$ cat src/rtl/vertex_pkg.sv
// Shared types and constants for the vertex memory controller: vertex layout,
// controller state encoding and the word selector used when streaming a vertex.
package vertex_pkg;

  localparam int NUM_VERTS = 682;
  localparam int ADDR_W    = 11;

  typedef struct packed {
    logic [31:0] z;
    logic [31:0] y;
    logic [31:0] x;
  } vertex_t;

  typedef enum logic [2:0] {
    IDLE     = 3'd0,
    WR       = 3'd1,
    RD       = 3'd2,
    RD_DRAIN = 3'd3,
    RESP     = 3'd4
  } state_t;

  // Word k of a vertex in RAM order (0 = x, 1 = y, 2 = z).
  function automatic logic [31:0] vertex_word(input vertex_t v, input logic [1:0] k);
    logic [31:0] w;
    case (k)
      2'd0:    w = v.x;
      2'd1:    w = v.y;
      2'd2:    w = v.z;
      default: w = 32'd0;
    endcase
    return w;
  endfunction

endpackage

$ cat src/rtl/vertex_mem_ctrl.sv
// Vertex store/fetch controller: maps one 96-bit vertex onto three consecutive
// 32-bit words of a quad RAM, with an error response for out-of-range indices.
module vertex_mem_ctrl #(
  parameter int NUM_VERTS = vertex_pkg::NUM_VERTS,
  parameter int ADDR_W    = vertex_pkg::ADDR_W
) (
  input  logic              clk,
  input  logic              rst,
  input  logic              req_valid,
  output logic              req_ready,
  input  logic              req_write,
  input  logic [9:0]        req_index,
  input  logic [95:0]       req_data,
  output logic              resp_valid,
  input  logic              resp_ready,
  output logic [95:0]       resp_data,
  output logic              resp_err,
  output logic              mem_en,
  output logic [3:0]        mem_we,
  output logic [ADDR_W-1:0] mem_addr,
  output logic [31:0]       mem_din,
  input  logic [31:0]       mem_dout
);

  import vertex_pkg::*;

  state_t              state_r;
  logic [1:0]          k_r;
  logic [ADDR_W-1:0]   base_r;
  vertex_t             wdata_r;
  vertex_t             rdata_r;
  logic                req_ready_r;
  logic                resp_valid_r;
  logic                resp_err_r;
  logic                mem_en_r;
  logic [3:0]          mem_we_r;
  logic [ADDR_W-1:0]   mem_addr_r;
  logic [31:0]         mem_din_r;

  logic                hs_s;
  logic                idx_bad_s;
  logic [ADDR_W-1:0]   base_s;
  logic [1:0]          k_next_s;
  logic [ADDR_W-1:0]   addr_next_s;

  assign hs_s        = req_valid & req_ready_r;
  assign idx_bad_s   = (32'(req_index) >= 32'(NUM_VERTS));
  // index*3 as a shift-and-add, kept in ADDR_W bits; the top slot still fits without wrapping
  assign base_s      = ADDR_W'({req_index, 1'b0}) + ADDR_W'(req_index);
  assign k_next_s    = k_r + 2'd1;
  assign addr_next_s = base_r + ADDR_W'(k_next_s);

  assign req_ready  = req_ready_r;
  assign resp_valid = resp_valid_r;
  assign resp_data  = rdata_r;
  assign resp_err   = resp_err_r;
  assign mem_en     = mem_en_r;
  assign mem_we     = mem_we_r;
  assign mem_addr   = mem_addr_r;
  assign mem_din    = mem_din_r;

  // Controller FSM with registered RAM strobes and response register.
  always_ff @(posedge clk) begin
    if (rst) begin
      state_r      <= IDLE;
      k_r          <= 2'd0;
      base_r       <= '0;
      wdata_r      <= '0;
      rdata_r      <= '0;
      req_ready_r  <= 1'b1;
      resp_valid_r <= 1'b0;
      resp_err_r   <= 1'b0;
      mem_en_r     <= 1'b0;
      mem_we_r     <= 4'b0000;
      mem_addr_r   <= '0;
      mem_din_r    <= 32'd0;
    end else begin
      case (state_r)
        IDLE: begin
          if (hs_s) begin
            req_ready_r <= 1'b0;
            k_r         <= 2'd0;
            base_r      <= base_s;
            wdata_r     <= req_data;
            rdata_r     <= '0;
            resp_err_r  <= idx_bad_s;
            if (idx_bad_s) begin
              state_r      <= RESP;
              resp_valid_r <= 1'b1;
            end else if (req_write) begin
              state_r    <= WR;
              mem_en_r   <= 1'b1;
              mem_we_r   <= 4'b1111;
              mem_addr_r <= base_s;
              mem_din_r  <= vertex_word(req_data, 2'd0);
            end else begin
              state_r    <= RD;
              mem_en_r   <= 1'b1;
              mem_we_r   <= 4'b0000;
              mem_addr_r <= base_s;
              mem_din_r  <= 32'd0;
            end
          end else begin
            req_ready_r <= 1'b1;
          end
        end
        WR: begin
          if (k_r == 2'd2) begin
            state_r      <= RESP;
            k_r          <= 2'd0;
            resp_valid_r <= 1'b1;
            mem_en_r     <= 1'b0;
            mem_we_r     <= 4'b0000;
            mem_addr_r   <= '0;
            mem_din_r    <= 32'd0;
          end else begin
            k_r        <= k_next_s;
            mem_addr_r <= addr_next_s;
            mem_din_r  <= vertex_word(wdata_r, k_next_s);
          end
        end
        RD: begin
          // RAM data lags the address by one cycle, so word k-1 lands while word k is addressed
          case (k_r)
            2'd1:    rdata_r.x <= mem_dout;
            2'd2:    rdata_r.y <= mem_dout;
            default: rdata_r   <= rdata_r;
          endcase
          if (k_r == 2'd2) begin
            state_r    <= RD_DRAIN;
            k_r        <= 2'd0;
            mem_en_r   <= 1'b0;
            mem_addr_r <= '0;
          end else begin
            k_r        <= k_next_s;
            mem_addr_r <= addr_next_s;
          end
        end
        RD_DRAIN: begin
          rdata_r.z    <= mem_dout;
          state_r      <= RESP;
          resp_valid_r <= 1'b1;
        end
        RESP: begin
          if (resp_ready) begin
            state_r      <= IDLE;
            resp_valid_r <= 1'b0;
            resp_err_r   <= 1'b0;
            rdata_r      <= '0;
            req_ready_r  <= 1'b1;
          end else begin
            resp_valid_r <= 1'b1;
          end
        end
        default: begin
          state_r      <= IDLE;
          k_r          <= 2'd0;
          req_ready_r  <= 1'b1;
          resp_valid_r <= 1'b0;
          resp_err_r   <= 1'b0;
          mem_en_r     <= 1'b0;
          mem_we_r     <= 4'b0000;
          mem_addr_r   <= '0;
          mem_din_r    <= 32'd0;
        end
      endcase
    end
  end

endmodule
$ cat config.mk
export PLATFORM = sky130hd
export DESIGN_NAME = vertex_mem_ctrl
export DESIGN_NICKNAME = d
export VERILOG_FILES = /design/src/rtl/vertex_pkg.sv /design/src/rtl/vertex_mem_ctrl.sv
export SDC_FILE = /design/constraint.sdc
export NUM_CORES = 1
export LEC_CHECK = 0
export BUFFER_PORTS_ARGS = -buffer_cell sky130_fd_sc_hd__buf_4
export CAP_MARGIN = 10
export CORE_ASPECT_RATIO = 1.4
export CORE_MARGIN = 2
export CORE_UTILIZATION = 40
export CTS_CLUSTER_DIAMETER = 200
export DETAILED_ROUTE_END_ITERATION = 10
export GPL_TIMING_DRIVEN = 0
export HOLD_SLACK_MARGIN = 0.1
export PLACE_DENSITY = 0.66
export REMOVE_ABC_BUFFERS = 1
export SLEW_MARGIN = 10
export SYNTH_ARGS = -nofsm -noshare
export SYNTH_HDL_FRONTEND = slang
export SYNTH_SLANG_ARGS = --single-unit
$ cat constraint.sdc
create_clock -name clk -period 2.3 [get_ports clk]
set_input_delay 0.345 -clock clk [delete_from_list [all_inputs] [get_ports clk]]
set_output_delay 0.345 -clock clk [all_outputs]
set_load 0.03 [all_outputs]
==> results by group, run 1 <==
Layout
  – Util after Layout: 0.596
  – ANT cells: 0
  – Fill cells: roughly 2300
  – Most frequent cells in the layout: 302 x buf_4, 281 x nand2_1, 251 x dfxtp_1
  – Commonest non-fill, non-tap cell in the layout: buf_4
  – # nets final: 1843
  – Post-route cell area: around 16000 µm²
  – Area growth syn-to-layout: 46.4%
  – Share of cells above drive strength 1: 0.240

Synth
  – Synthesized-area fraction occupied by adder cells: 0.0296
  – Synth Flop Type: dfxtp_1
  – Sequential share of the synthesized area: 0.481
  – Compound-Gate Fraction of Synth Area: 0.225
  – EDFF count, synth: 0
  – Simple-gate share of the synthesized area: 0.201
  – Mean post-synth cell area: 8.17 µm²
  – Post-synth design cell area: between 10000 and 15000 µm²
  – Post-synthesis cell count: 1305
  – Largest family of logic cells by synthesized area: compound AO/OA/AOI/OAI gates
  – Mux contribution to synthesized area: 0.00141
  – Synth Warn #: 0
  – Register bit total from synthesis: about 260
  – Asr flop ratio synth: 0
  – Synth unique cells: between 50 and 60
  – Xor/xnor cell area share of the yosys netlist: 0.0131

Placed design
  – DPL Wire Length: ~22000 µm
  – Count of input and output buffers: just under 300
  – Dpl cell area: 13200 µm²
  – Placer's final routability congestion estimate: 0.815

Timing
  – Final count of pins violating max slew: 0
  – Max Clock Skew: about 0.016 ns
  – Worst-Margin Slew: approximately 0.9 ns
  – F_max: ~460 MHz
  – RSZ-0062 raised after global routing: false
  – Crit share post-route: 0.950
  – Worst slew margin: 0.414
  – Final Hold Vio Count: 0
  – Period minus WS final: between 2 and 2.5 ns
  – Setup Viol. Count Final: 0

Run
  – MaxCap Viol Count: 0

Power and ir drop
  – Clock share of power: 0.325
  – Sw frac: 0.325
  – Cell Int Power: roughly 9.1 mW
  – Leak: between 6 and 7 nW
  – Peak VDD IR: 0.628 mV
  – Pwr/cell area: around 860 nW/µm²
  – Combinational power share: 0.288
  – NetSw: between 4 and 5 mW
  – Total power: 13.4 mW
  – Sequential share of power: 0.388

Drt
  – Post-route DRC: 0
  – DR pass1 iterations: 6
  – Vias: about 11000
  – Antenna violation net count after detailed routing: 0
  – WL final: between 30000 and 40000 µm
  – Wire per inst: between 15 and 20 µm
  – 1st-iter DRT viols: roughly 760
  – Vias/cell: 5.42

Clocking
  – Root Buffer: clkbuf_16
  – CTS buffer count: 27
  – Clk buf depth: 3
  – Worst-path clk slew: 0.06 ns
  – H-tree Lvls: 1
  – CTS tree: done
  – Clock latency on the worst-skew pair: around 0.53 ns
  – CTS Sinks: about 260

Critical path
  – CP Max Fanout: 29
  – Arrival time at the worst endpoint: 2.64 ns
  – Slowest cell delay on critical path: 0.50 ns
  – Critical-path cell list: or3_4 -> a211o_1 -> nand3b_4 -> nor2_4 -> buf_12 -> buf_16 -> a21bo_2 -> a21oi_1
  – Critical Path End Type: register
  – Worst Setup Start Kind: register
  – Critical path's slowest cell: or3_4
  – WS Path Type: reg2reg
  – Worst Path Required: about 2.8 ns

GRT
  – Total grt overflow: 0
  – Initial antenna violation count: 0
  – GR Util All Layers: 0.237
  – Number of global-route vias before repair: around 11000
  – Largest net degree at the start of global routing: around 140
  – Global-route wire length before repair: roughly 54000 µm

Floorplanning
  – Initial Util: 0.407
  – Core area: between 20000 and 30000 µm²
  – Num ports: 290
  – Site row count: 70
  – Die H: between 150 and 200 µm
  – Chip width: 142 µm
  – Die area: approximately 28000 µm²

Outcome
  – Status: completed

Hold path
  – Worst Hold Class: in2reg
==> timing repair <==
action / 4_1_cts / 5_1_grt
endpoints found under the hold margin: 186 / 0
resized for setup: 11 / 4
pin swaps: 5 / 4
hold buffers: 128 / 0
setup endpoints to repair: 229 / 73
cloned: 2 / 1
setup buffers: 5 / 7
==> stage by stage <==
stage | setup TNS [ns] | setup slack (ns) | hold slack, ns | cells
floorplan | -549.21 | -4.00 | 0.410 | 1195
global placement | -1212.55 | -8.83 | 0.442 | 1808
detailed placement | -73.17 | -0.849 | 0.447 | 1828
CTS | -0.142 | -0.0217 | 0.102 | 2010
global route | 0 | 0.0105 | 0.122 | 2018
finish | 0 | 0.115 | 0.125 | 2018
==> power by group through the flow <==
| stage | logic [mW] | clock network, mW | registers (mW) |
|---|---|---|---|
| floorplan | 1.59 | 0 | 5.63 |
| global placement | 3.31 | 0 | 5.25 |
| detailed placement | 3.52 | 0 | 5.27 |
| CTS | 3.76 | 4.46 | 5.19 |
| global route | 4.17 | 4.63 | 5.25 |
| finish | 3.86 | 4.35 | 5.20 |
==> Yosys cell counts (all sizes together) (2+ instances only) <==
master | n | area share
a22oi | 42 | 0.030
nand2b | 5 | 0.0029
a211o | 2 | 0.0016
and3 | 5 | 0.0029
buf | 23 | 0.013
o21bai | 3 | 0.0021
clkbuf | 87 | 0.031
nand2 | 281 | 0.099
a311o | 2 | 0.0019
o211ai | 2 | 0.0014
or3 | 2 | 0.0012
fa | 2 | 0.0038
a211oi | 38 | 0.032
nor2 | 123 | 0.044
nor3 | 6 | 0.0028
nor4 | 3 | 0.0023
o22ai | 4 | 0.0023
a21oi | 215 | 0.10
nand3b | 6 | 0.0054
a311oi | 2 | 0.0016
and2 | 3 | 0.0018
nand3 | 73 | 0.034
nand4 | 3 | 0.0018
a21o | 7 | 0.0049
a221oi | 2 | 0.0028
xor2 | 5 | 0.0041
xnor2 | 11 | 0.0090
o21ai | 6 | 0.0028
a222oi | 33 | 0.031
o31ai | 2 | 0.0014
ha | 22 | 0.026
dfxtp | 256 | 0.48
a31oi | 2 | 0.0012
inv | 14 | 0.0049
==> worst max-delay path: cells and delay by family (launching register included) <==
family / cells / cell delay (ns)
simple gates: 3 / 0.70
compound gates: 3 / 0.64
flops: 1 / 0.42
buf+inv: 2 / 0.34
==> routing by layer <==
| metal | share of wire | up-vias | global-route usage |
|---|---|---|---|
| met3 | 0.085 | 62 | 0.0645 |
| met2 | 0.49 | 419 | 0.417 |
| met4 | 0.026 | 0 | 0.0796 |
| met5 | 0 | - | 0 |
| li1 | - | 5312 | - |
| met1 | 0.40 | 5139 | 0.279 |
==> registers in the layout, summed over array words and instances (netlist names) <==
signal / count
mem_addr: 11
base_r: 11
wdata_r: 96
mem_we: 1
state_r: 3
resp_err: 1
resp_valid: 1
mem_din: 32
k_r: 2
mem_en: 1
req_ready: 1
resp_data: 96
==> cells by family after synthesis <==
group,Yosys count
and+or+nand+nor,514
AOI/OAI and AO/OA,370
DFF,256
buffers and inverters,124
adders and majority gates,24
xor gates and xnor gates,16
muxes,1
==> path summary, 6_finish.rpt <==
kind                 start            end  slack, ns  cells past startpoint
max             state_r[2]      mem_we[2]       0.12                      8
min           mem_dout[31]  resp_data[63]       0.13                      3
max reg2reg     state_r[2]      mem_we[2]       0.12                      8
min reg2reg  resp_data[21]  resp_data[21]       0.45                      2
==> layout make-up <==
type                    count  area [µm²]  area share
clock buffers              41         808      0.0518
clock inverters             6        82.6     0.00529
inverters                  14        52.6     0.00337
multi-input cells         928        5150       0.330
flip-flops and latches    256        5140       0.329
well taps                 324         405      0.0260
repair buffers            449        3970       0.254
No activity file was read; power rests on OpenSTA's default activity.
==> run 2: changes to the inputs <==
- CAP_MARGIN: 10 -> default
- CORE_UTILIZATION: 40 -> 47
- PLACE_DENSITY: 0.66 -> 0.76
==> results by group, run 2 (same netlist as run 1, synthesis figures left out) <==
Outcome
  – Status: completed

Timing
  – Period minus WS final: 2.15 ns (-0.0314 ns)
  – Crit share post-route: 0.936 (-0.0136)
  – F_max: 464 MHz (+1.5%)
  – Final Hold Vio Count: 0 (unchanged)
  – RSZ-0062 raised after global routing: false
  – Worst slack on hold paths: 0.115 ns (-0.0105 ns)
  – Worst slew margin: 0.421 (+0.00696)
  – Setup Viol. Count Final: 0 (unchanged)
  – PnR worst setup slack: 0.147 ns (+0.0314 ns)
  – Final count of pins violating max slew: 0 (unchanged)
  – Worst-Margin Slew: 0.869 ns (-0.0104 ns)
  – Max Clock Skew: 0.00821 ns (-0.00754 ns)

Critical path
  – Critical Path End Type: register
  – Worst Path Required: 2.72 ns (-0.04 ns)
  – Slowest cell delay on critical path: 0.35 ns (-0.15 ns)
  – CP Max Fanout: 5 (-83%)
  – Worst Setup Start Kind: register
  – Critical-path cell list: inv_1 -> ha_2 -> ha_1 -> a21o_1 -> and3_1 -> nand3_1 -> xnor2_1 -> a22oi_1 -> a311oi_1
  – Arrival time at the worst endpoint: 2.58 ns (-0.06 ns)
  – Critical path's slowest cell: dfxtp_2
  – WS Path Type: reg2reg

Power and ir drop
  – Pwr/cell area: 858 nW/µm² (-0.12%)
  – Leak: 6.14 nW (-1.6%)
  – Total power: 13.1 mW (-1.9%)
  – Peak VDD IR: 0.711 mV (+13%)

Drt
  – 1st-iter DRT viols: 1010 (+32%)
  – Antenna violation net count after detailed routing: 0 (unchanged)
  – WL final: 35800 µm (+2.1%)
  – Vias: 11150 (+2.0%)
  – Wire per inst: 18.0 µm (+3.8%)
  – Vias/cell: 5.62 (+3.7%)
  – Post-route DRC: 0 (unchanged)
  – DR pass1 iterations: 6 (unchanged)

GRT
  – Global-route wire length before repair: 57100 µm (+5.0%)
  – GR Util All Layers: 0.286 (+0.0482)
  – Total grt overflow: 0 (unchanged)
  – Number of global-route vias before repair: 11211 (+4.7%)
  – Largest net degree at the start of global routing: 137 (+0.74%)
  – Initial antenna violation count: 0 (unchanged)

Layout
  – Most frequent cells in the layout: 306 x buf_4, 281 x nand2_1, 251 x dfxtp_1
  – Commonest non-fill, non-tap cell in the layout: buf_4
  – Post-route cell area: 15300 µm² (-1.8%)
  – # nets final: 1832 (-0.60%)
  – Fill cells: 1735 (-23%)
  – ANT cells: 0 (unchanged)
  – Area growth syn-to-layout: 43.8%
  – Share of cells above drive strength 1: 0.238 (-0.00199)

Placed design
  – DPL Wire Length: 21000 µm (-3.7%)
  – Placer's final routability congestion estimate: 0.825 (+1.2%)
  – Count of input and output buffers: 289 (unchanged)
  – Dpl cell area: 13100 µm² (-0.83%)
  – Post-Place Worst Slack: -0.584 ns (+0.265 ns)

Clocking
  – CTS Sinks: 256 (unchanged)
  – Clock latency on the worst-skew pair: 0.52 ns (about the same)
  – Worst-path clk slew: 0.06 ns (about the same)
  – Root Buffer: clkbuf_16
  – Clk buf depth: 3 (unchanged)
  – CTS buffer count: 25 (-7.4%)
  – H-tree Lvls: 1 (unchanged)
  – CTS tree: done

Floorplanning
  – Site row count: 65 (-7.1%)
  – Num ports: 290 (unchanged)
  – Die area: 23900 µm² (-15%)
  – Initial Util: 0.475 (+0.0678)
  – Die H: 182 µm (-7.6%)
  – Core area: 22400 µm² (-14%)
  – Chip width: 131 µm (-7.5%)

Hold path
  – Worst Hold Class: in2reg

Run
  – MaxCap Viol Count: 0 (unchanged)
==> run 2: worst max-delay path: cells and delay by family, from the launching register on <==
kind	cells	cell delay [ns]
xor+xnor	1	0.12
fa+ha+maj	2	0.58
flops	1	0.35
buf+inv	1	0.14
simple gates	2	0.29
compound gates	3	0.58
==> run 2: routing by layer <==
metal	track usage	routed length [µm]	vias to the layer above	share of wire
met2	0.503	17500	567	0.49
met3	0.0778	3590	92	0.10
met4	0.0935	1080	0	0.030
met5	0	0	-	0
met1	0.338	13700	5218	0.38
li1	-	-	5273	-
==> run 2: area by class of cell <==
| class | instances | area (µm²) | share of cell area |
|---|---|---|---|
| Clock buffer | 36 | 717 | 0.0468 |
| Clock inverter | 9 | 101 | 0.00661 |
| Inverter | 14 | 52.6 | 0.00343 |
| Multi-Input combinational cell | 927 | 5130 | 0.335 |
| Sequential cell | 256 | 5140 | 0.335 |
| Tap cell | 301 | 377 | 0.0246 |
| Timing Repair Buffer | 441 | 3810 | 0.249 |
==> run 2: per-stage QoR <==
| stage | utilization | TNS (ns) | instances |
|---|---|---|---|
| global placement | 0.567 | -1183.49 | 1785 |
| finish | 0.683 | 0 | 1984 |
| detailed placement | 0.585 | -54.98 | 1802 |
| floorplan | - | -549.21 | 1195 |
| global route | 0.683 | 0 | 1984 |
| CTS | 0.678 | 0 | 1973 |
==> run 2: what timing repair did <==
item	CTS	global route
pin swaps	2	3
setup endpoints to repair	236	110
buffers inserted	4	10
hold endpoints to repair	153	0
gates resized for setup	10	5
hold buffers	121	0
gates cloned	1	1
==> run 2: worst paths after layout <==
check / start / endpoint / slack, ns / cells after the start
setup / recovery: k_r[0] / mem_addr[9] / 0.15 / 9
hold / removal: mem_dout[9] / resp_data[73] / 0.11 / 3
setup reg to reg: k_r[0] / mem_addr[9] / 0.15 / 9
hold reg to reg: wdata_r[86] / wdata_r[86] / 0.45 / 2
==> run 2: report_power, final <==
group,total (mW),switching [mW],internal [mW]
Combinational,3.82,2.33,1.49
Sequential,5.20,0.314,4.88
Clock,4.13,1.74,2.39
==> run 3: changes to the inputs <==
- ABC_AREA: default -> 1
- CORE_UTILIZATION: 47 -> 48
- PLACE_DENSITY: 0.76 -> 0.83
==> results by group, run 3 <==
Placed design
  – Count of input and output buffers: 289 (unchanged)
  – DPL Wire Length: 21000 µm (about the same)
  – Placer's final routability congestion estimate: 0.868 (+5.1%)
  – Placed Cells: 1982 (+10%)
  – Post-Place Worst Slack: -0.574 ns (+0.0103 ns)
  – Dpl cell area: 13100 µm² (-0.54%)

Layout
  – Post-route insts no fill: 2164 (+9.1%)
  – Share of cells above drive strength 1: 0.207 (-0.0314)
  – Fill cells: 1696 (-2.2%)
  – # nets final: 2013 (+9.9%)
  – Register Area: 5130 µm² (-0.24%)
  – Commonest non-fill, non-tap cell in the layout: nand2_1
  – Most frequent cells in the layout: 306 x nand2_1, 295 x buf_4, 259 x nor2_1
  – Util after Layout: 0.681 (-0.00167)
  – Multi-input gate area: 5080 µm² (-0.93%)
  – Area growth syn-to-layout: 40.4%
  – Post-route cell area: 15300 µm² (-0.24%)

Synth
  – Yosys top cell area share: 0.471 (-0.0103)
  – Area leader, netlist: dfxtp_1
  – Commonest cells post-synth: 308 x nand2_1, 261 x nor2_1, 256 x dfxtp_1, 152 x a21oi_1, 129 x o21ai_0
  – EDFF count, synth: 0 (unchanged)
  – Post-synthesis cell count: 1487 (+14%)
  – Sequential share of the synthesized area: 0.471 (-0.0103)
  – Mean post-synth cell area: 7.32 µm² (-10%)
  – Synth Warn #: 0 (unchanged)
  – Asr flop ratio synth: 0 (unchanged)
  – Count leader, synth: nand2_1
  – Area contributors post-synth: dfxtp_1 47%, nand2_1 11%, nor2_1 9.0%, a21oi_1 7.0%, o21ai_0 5.9%
  – Register bit total from synthesis: 256 (unchanged)
  – Synth Flop Type: dfxtp_1
  – Post-synth design cell area: 10900 µm² (+2.2%)
  – Synth unique cells: 35 (-36%)

Hold path
  – Hold path depth: 3 (unchanged)
  – Worst Hold Class: in2reg

Floorplanning
  – Core area: 22400 µm² (unchanged)
  – Initial Util: 0.485 (+0.0104)
  – Die H: 182 µm (about the same)
  – Die area: 23900 µm² (about the same)
  – Chip width: 131 µm (about the same)
  – Num ports: 290 (unchanged)
  – Site row count: 65 (unchanged)

Drt
  – Vias: 12228 (+9.7%)
  – Vias/cell: 5.65 (+0.55%)
  – Antenna violation net count after detailed routing: 0 (unchanged)
  – WL final: 38900 µm (+8.8%)
  – 1st-iter DRT viols: 1077 (+6.6%)
  – Post-route DRC: 0 (unchanged)
  – Wire per inst: 18.0 µm (-0.29%)
  – DR pass1 iterations: 5 (-1)

Critical path
  – Critical Path End Type: register
  – WS Path Type: reg2reg
  – Arrival time at the worst endpoint: 2.64 ns (+0.06 ns)
  – Worst Setup Start Kind: register
  – Cells on worst reg2reg path: 7 (-2)
  – Worst Path Required: 2.72 ns (about the same)
  – CP Max Fanout: 34 (+29)

Timing
  – Max Clock Skew: 0.0180 ns (+0.00981 ns)
  – Period minus WS final: 2.22 ns (+0.0706 ns)
  – Worst slack on hold paths: 0.126 ns (+0.0107 ns)
  – Crit share post-route: 0.967 (+0.0307)
  – Worst slew margin: 0.214 (-0.207)
  – Worst-Margin Slew: 1.18 ns (+0.310 ns)
  – Final count of pins violating max slew: 0 (unchanged)
  – Setup Viol. Count Final: 0 (unchanged)
  – Final Hold Vio Count: 0 (unchanged)
  – F_max: 450 MHz (-3.2%)
  – PnR worst setup slack: 0.0759 ns (-0.0706 ns)
  – Total Negative Setup Slacks: 0 ns (unchanged)

Clocking
  – Clk buf depth: 3 (unchanged)
  – Clock latency on the worst-skew pair: 0.52 ns (about the same)
  – CTS tree: done
  – CTS Sinks: 256 (unchanged)
  – Worst-path clk slew: 0.07 ns (about the same)
  – CTS buffer count: 24 (-4.0%)
  – Root Buffer: clkbuf_16
  – H-tree Lvls: 1 (unchanged)

Power and ir drop
  – Sw frac: 0.420 (+0.0866)
  – Peak VDD IR: 0.732 mV (+3.0%)
  – NetSw: 7.73 mW (+76%)
  – Clock share of power: 0.217 (-0.097)
  – Leak: 6.67 nW (+8.6%)
  – Combinational power share: 0.421 (+0.130)
  – Pwr/cell area: 1200 nW/µm² (+40%)
  – Cell Int Power: 10.7 mW (+22%)
  – Total power: 18.4 mW (+40%)
  – Sequential share of power: 0.362 (-0.033)

GRT
  – Number of global-route vias before repair: 12056 (+7.5%)
  – Initial antenna violation count: 2 (+2)
  – Largest net degree at the start of global routing: 91 (-34%)
  – GR Util All Layers: 0.305 (+0.0189)
  – Total grt overflow: 0 (unchanged)
  – Global-route wire length before repair: 60300 µm (+5.5%)

Outcome
  – Status: completed

Run
  – MaxCap Viol Count: 0 (unchanged)
## run 3: cell count changes after synthesis, moves of 26 or more
cell and change:
clkbuf_1 -32, nand3_1 -50, a31oi_1 +30, a22oi_1 -42, a211oi_1 -26, nor2_1 +139, nand2_1 +27, a222oi_1 -33
a21oi_1 -62, o21ai_1 +91, inv_1 +44, o21ai_0 +123
## run 3: cell families after synthesis
logic type / Yosys count / share of synthesized area
AO/OA/AOI/OAI: 415 / 0.198
flip-flops: 256 / 0.471
buffers and inverters: 169 / 0.0715
adder cells (fa/ha/maj): 24 / 0.0290
XOR/XNOR: 8 / 0.00643
AND/OR/NAND/NOR: 615 / 0.225
## run 3: metal layers
metal	GRT usage	wire length (µm)
met1	0.329	13800
met2	0.544	19200
met3	0.0517	3070
met4	0.209	2890
met5	0	0
## run 3: cell type report
cell class              instances  share of cell area
inverters                      69              0.0197
clock buffers                  36              0.0469
well taps                     301              0.0246
repair inverters                2            0.000818
repair buffers                426               0.236
clock inverters                 5             0.00368
diodes                          2            0.000327
flip-flops and latches        256               0.335
multi-input cells            1067               0.332
## run 3: what timing repair did
item | in CTS | in global routing
hold buffers | 124 | 0
endpoints found under the setup margin | 147 | 141
gates cloned | 3 | 4
buffers inserted | 1 | 7
gates resized for setup | 5 | 13
pin swaps | 2 | 5
hold endpoints to repair | 136 | 0
## run 3: final timing paths
path | slack (ns) | start | endpoint
max | 0.08 | state_r[2] | resp_data[84]
max reg2reg | 0.08 | state_r[2] | resp_data[84]
min reg2reg | 0.46 | resp_data[88] | resp_data[88]
min | 0.13 | req_index[0] | base_r[0]
## run 3: power by group through the flow
stage	Combinational (mW)	Sequential (mW)	Clock, mW
finish	7.74	6.67	3.99
global route	8.35	6.81	4.21
CTS	7.24	6.59	4.01
detailed placement	6.87	6.66	0
global placement	6.63	6.51	0
floorplan	3.22	7.74	0
## run 3: critical path, cell delays in order (launching register included)
cell and delay, ns:
dfxtp_1 0.41, nor2_2 0.07, nand2_1 0.12, clkinvlp_4 0.61
o21ai_4 0.38, buf_12 0.19, nand2_1 0.11, a21oi_1 0.22
